**src/rtl/dff_pkg.sv**
```systemverilog
// Shared limits and helpers for the dff_pipe_r register pipeline.
package dff_pkg;

    localparam int WIDTH_MIN = 1;
    localparam int WIDTH_MAX = 64;
    localparam int DEPTH_MIN = 1;
    localparam int DEPTH_MAX = 16;

    // Bits needed to count 0..depth occupied stages.
    function automatic int occ_width(input int depth);
        return $clog2(depth + 1);
    endfunction

endpackage

```
**src/rtl/dff_pipe_stage.sv**
```systemverilog
// One pipeline slot: valid flag plus data register with clear/load/drop/hold.
module dff_pipe_stage
    import dff_pkg::*;
#(
    parameter int               WIDTH   = 32,
    parameter logic [WIDTH-1:0] RST_VAL = {WIDTH{1'b0}}
) (
    input  logic             clk,
    input  logic             clear,
    input  logic             load,
    input  logic             drop,
    input  logic [WIDTH-1:0] din,
    output logic             valid,
    output logic [WIDTH-1:0] data
);

    logic             valid_r;
    logic [WIDTH-1:0] data_r;

    // Slot state: clear wins, then load, then drain, otherwise hold.
    always_ff @(posedge clk) begin
        if (clear) begin
            valid_r <= 1'b0;
            data_r  <= RST_VAL;
        end else if (load) begin
            valid_r <= 1'b1;
            data_r  <= din;
        end else if (drop) begin
            valid_r <= 1'b0;
            data_r  <= data_r;
        end else begin
            valid_r <= valid_r;
            data_r  <= data_r;
        end
    end

    assign valid = valid_r;
    assign data  = data_r;

endmodule

```
**src/rtl/dff_pipe_r.sv**
```systemverilog
// Elastic register pipeline with a combinational ready chain (no bubbles).
// Optional occupancy port enabled by defining DFF_PIPE_R_OCC_EN.
module dff_pipe_r
    import dff_pkg::*;
#(
    parameter int               WIDTH   = 32,
    parameter int               DEPTH   = 2,
    parameter logic [WIDTH-1:0] RST_VAL = {WIDTH{1'b0}}
) (
    input  logic             clk,
    input  logic             reset,
    input  logic             flush,
    input  logic             in_valid,
    input  logic [WIDTH-1:0] in_data,
    output logic             in_ready,
    output logic             out_valid,
    output logic [WIDTH-1:0] out_data,
    input  logic             out_ready
`ifdef DFF_PIPE_R_OCC_EN
    ,
    output logic [occ_width(DEPTH)-1:0] occ
`endif
);

    logic             clear_s;
    logic             in_ready_s;
    logic             accept_s;
    logic [DEPTH:0]   free_s;
    logic [DEPTH-1:0] xfer_s;
    logic [DEPTH-1:0] load_s;
    logic [DEPTH-1:0] v_s;
    logic [WIDTH-1:0] d_s   [DEPTH];
    logic [WIDTH-1:0] din_s [DEPTH];

    // Ready chain walks from the output back to stage 0 so a full pipe can
    // shift and accept in the same cycle.
    always_comb begin
        free_s     = {(DEPTH+1){1'b0}};
        xfer_s     = {DEPTH{1'b0}};
        load_s     = {DEPTH{1'b0}};
        free_s[DEPTH] = out_ready;
        for (int i = DEPTH - 1; i >= 0; i--) begin
            xfer_s[i] = v_s[i] & free_s[i+1];
            free_s[i] = ~v_s[i] | xfer_s[i];
        end
        clear_s    = reset | flush;
        in_ready_s = free_s[0] & ~flush & ~reset;
        accept_s   = in_valid & in_ready_s;
        load_s[0]  = accept_s;
        din_s[0]   = in_data;
        for (int i = 1; i < DEPTH; i++) begin
            load_s[i] = xfer_s[i-1];
            din_s[i]  = d_s[i-1];
        end
    end

    for (genvar g = 0; g < DEPTH; g++) begin : g_stage
        dff_pipe_stage #(
            .WIDTH   (WIDTH),
            .RST_VAL (RST_VAL)
        ) u_stage (
            .clk   (clk),
            .clear (clear_s),
            .load  (load_s[g]),
            .drop  (xfer_s[g]),
            .din   (din_s[g]),
            .valid (v_s[g]),
            .data  (d_s[g])
        );
    end

    assign in_ready  = in_ready_s;
    assign out_valid = v_s[DEPTH-1];
    assign out_data  = d_s[DEPTH-1];

`ifdef DFF_PIPE_R_OCC_EN
    localparam int OCC_W = occ_width(DEPTH);

    logic [OCC_W-1:0] occ_r;

    // Occupancy: +1 on accept, -1 on output transfer, cleared with the stages.
    always_ff @(posedge clk) begin
        if (clear_s) begin
            occ_r <= {OCC_W{1'b0}};
        end else if (accept_s && !xfer_s[DEPTH-1]) begin
            occ_r <= occ_r + OCC_W'(1'b1);
        end else if (!accept_s && xfer_s[DEPTH-1]) begin
            occ_r <= occ_r - OCC_W'(1'b1);
        end else begin
            occ_r <= occ_r;
        end
    end

    assign occ = occ_r;
`endif

endmodule
```
**config.mk**
```make
export PLATFORM = sky130hd
export DESIGN_NAME = dff_pipe_r
export DESIGN_NICKNAME = d
export VERILOG_FILES = /design/src/rtl/dff_pkg.sv /design/src/rtl/dff_pipe_stage.sv /design/src/rtl/dff_pipe_r.sv
export SDC_FILE = /design/constraint.sdc
export NUM_CORES = 1
export LEC_CHECK = 0
export ABC_AREA = 1
export BUFFER_PORTS_ARGS = -buffer_cell sky130_fd_sc_hd__buf_2
export CAP_MARGIN = 40
export CORE_MARGIN = 2
export CORE_UTILIZATION = 23
export CTS_CLUSTER_DIAMETER = 40
export DETAILED_ROUTE_END_ITERATION = 8
export PLACE_DENSITY_LB_ADDON = 0.15
export RECOVER_POWER = 25
export REMOVE_ABC_BUFFERS = 1
export SYNTH_ARGS = -nofsm -noshare
export SYNTH_HDL_FRONTEND = slang
export SYNTH_SLANG_ARGS = --single-unit
```
**constraint.sdc**
```tcl
create_clock -name clk -period 2.41 [get_ports clk]
set_input_delay 0.482 -clock clk [delete_from_list [all_inputs] [get_ports clk]]
set_output_delay 0.482 -clock clk [all_outputs]
set_load 0.1 [all_outputs]
```
==> load_flow_metrics.sql <==
INSERT INTO impl_metrics (metric_group, metric, value, unit) VALUES
('outcome', 'outcome', 'finished clean', ''),
('synthesis', 'synth_sequential_area_ratio', '44.2', '%'),
('global_routing', 'aggregate_global_routing_overflow', '0', ''),
('global_routing', 'grt_pass1_vias', '2533', ''),
('clocking', 'postCtsResizedCells', '0', ''),
('power', 'max-vdd-ir-drop', '0.000336', 'V'),
('placement', 'detailedPlace.worstSlack', '623', 'ps'),
('power', 'power_per_cell_area', '782', 'mW/mm2'),
('synthesis', 'synth.area.top_cells', 'dfxtp_1, nand2_1, nor2_1', ''),
('setup_path', 'setup.worst_path.end_class', 'register', ''),
('global_routing', 'track_usage', '11.6', '%'),
('synthesis', 'synth_top_family_by_area', 'simple AND/OR/NAND/NOR gates', ''),
('drt', 'drt_pre_antenna_iters', '4', ''),
('setup_path', 'timing.critical_path.slowest_stage_cell', 'a21oi_1', ''),
('clocking', 'tritoncts', 'done', ''),
('synthesis', 'yosys_warnings', '0', ''),
('setup_path', 'cp_data_arrival_time', '2130', 'ps'),
('synthesis', 'netlist_top_cells_count', 'nand2_1, nor2_1, dfxtp_1, buf_4, inv_1', ''),
('hold_path', 'min_delay_path_depth', '3', ''),
('timing', 'rsz0062_at_grt', 'no', ''),
('finish', 'area.growth.synth_to_final', '18.3', '%'),
('timing', 'setup-tns-final', '0', 'ps'),
('floorplanning', 'core_ar', '0.0127', 'mm2'),
('drt', 'ant_nets', '0', ''),
('placement', 'place.gp.congestion', '0.634', ''),
('global_routing', 'largest_net_degree_at_the_start_of_global_routing', '37', ''),
('timing', 'final.period_utilization', '77.5', '%'),
('timing', 'layout_min_cycle_time', '1870', 'ps'),
('synthesis', 'ys_dominant_reg_cell', 'dfxtp_1', ''),
('global_routing', 'grt_antenna_before_repair', '0', ''),
('setup_path', 'cp_slowest_stage_delay', '830', 'ps'),
('placement', 'dp.final_hpwl', '4740', 'um'),
('setup_path', 'path_buf_inv', '2', ''),
('floorplanning', 'floorplan.initialDensity', '23.6', '%'),
('drt', 'dr_total_vias', '2547', ''),
('synthesis', 'netlist_area', '0.00299', 'mm2'),
('drt', 'residual_drc_count', '0', ''),
('clocking', 'cts.root.buffer_cell', 'clkbuf_16', ''),
('global_routing', 'gr-max-usage-layer', 'met2', ''),
('flow_run', 'maxCapViolCount', '0', ''),
('placement', 'port_buffers', '70', ''),
('synthesis', 'mean_syn_cell_area', '6.96', 'um2'),
('finish', 'antenna_cells_inserted', '0', ''),
('synthesis', 'post_synth_num_cell_types', '14', ''),
('synthesis', 'synthArstFlopShare', '0', '%'),
('synthesis', 'synth_edf_count', '0', ''),
('clocking', 'htree_levels', '3', ''),
('floorplanning', 'die_area', '0.0139', 'mm2'),
('setup_path', 'setup.worst_path.class', 'reg -> reg', ''),
('synthesis', 'yosys-mux-area-fraction', '0', '%'),
('timing', 'slew-limit-headroom', '24.1', '%'),
('timing', 'final_slew_viol_count', '0', ''),
('global_routing', 'grt_util_met3', '4.02', '%'),
('setup_path', 'data_required_critical_path', '2680', 'ps'),
('timing', 'clock.fmax', '535', 'MHz'),
('power', 'p_leak', '1.59', 'nW'),
('timing', 'timing.final.setup_violations', '0', ''),
('synthesis', 'postSynthRegisterBits', '66', ''),
('setup_path', 'critical-path-top-delay-family', 'compound AO/OA/AOI/OAI gates', ''),
('clocking', 'path_clk_slew', '60', 'ps'),
('synthesis', 'syn_inst', '429', ''),
('synthesis', 'yosys.area_share.simple', '37.3', '%'),
('timing', 'tightest_slew', '1140', 'ps'),
('setup_path', 'path_cells', 'inv_1 > a21oi_1 > buf_12 > nor2_1 > nor2_1', ''),
('clocking', 'ctsHoldBuffers', '0', ''),
('clocking', 'cts.sinks', '66', ''),
('drt', 'avgViaCountPerCell', '4.02', ''),
('timing', 'timing.final.hold_violations', '0', ''),
('synthesis', 'synth-compound-area-share', '0.628', '%'),
('synthesis', 'synthDominantAreaCellType', 'dfxtp_1', ''),
('setup_path', 'critPathMaxFanout', '23', '');
[cells by family after synthesis]
logic type / Yosys count
AND/OR/NAND/NOR: 261
buffers and inverters: 99
flip-flops: 66
AO/OA/AOI/OAI: 3
[worst reg2reg max path: stages, from the launching register on]
cell	delay, ps
dfxtp_2	460
inv_1	100
a21oi_1	830
buf_12	270
nor2_1	60
nor2_1	90
[layer usage]
metal  routed length, um  share of wire [%]
met1                3810                 50
met2                3280                 43
met3                 408                5.3
met4                 155                2.0
met5                   0                  0
[cells in the final DEF (no fill, tap or decap)]
master and n:
nand3_2 2, inv_1 37, a21oi_1 3, nor2_4 1, nand2_1 98, nand3_1 32, nand4_1 32, dfxtp_2 1
bufinv_16 1, clkbuf_16 9, clkinv_2 1, dfxtp_1 65, buf_2 70, buf_4 7, clkbuf_1 3, clkbuf_8 2
nor2_1 96, buf_12 1
[layout make-up]
type / count / area [um2]
Sequential cell: 66 / 1320
Clock buffer: 14 / 264
Tap cell: 172 / 215
Fill cell: 1462 / 9140
Multi-Input combinational cell: 264 / 1130
Clock inverter: 2 / 35.0
Inverter: 37 / 139
Timing Repair Buffer: 78 / 423
[path summary, 6_finish.rpt]
kind	start	endpoint	slack (ps)
setup / recovery	g_stage[0].u_stage.valid	g_stage[1].u_stage.data[22]	540
hold / removal	in_data[13]	g_stage[0].u_stage.data[13]	380
setup reg to reg	g_stage[0].u_stage.valid	g_stage[1].u_stage.data[22]	540
hold reg to reg	g_stage[1].u_stage.data[11]	g_stage[1].u_stage.data[11]	460
[flip-flops by register name, summed over array words and instances, names as in the netlist]
name / cells
g_stage.u_stage.data: 64
g_stage.u_stage.valid: 2
[metrics by stage]
step           instance area [um2]  power, mW  instances  hold WS (ps)  util [%]
6_report                      3530       2.76        633           385      27.9
3_3_place_gp                  3250       1.47        617           451      25.6
5_1_grt                       3530       2.89        633           395      27.9
2_1_floorplan                 2590       1.36        367           505         -
3_5_place_dp                  3250       1.47        617           452      25.6
4_1_cts                       3540       2.82        633           371      28.0
[report_power, final]
group	switching (mW)	total, mW	internal (mW)
combinational	0.220	0.297	0.0771
clock	0.470	1.33	0.857
sequential	0.0129	1.14	1.13
total	0.703	2.76	2.06
(Power assumes the default switching activity.)
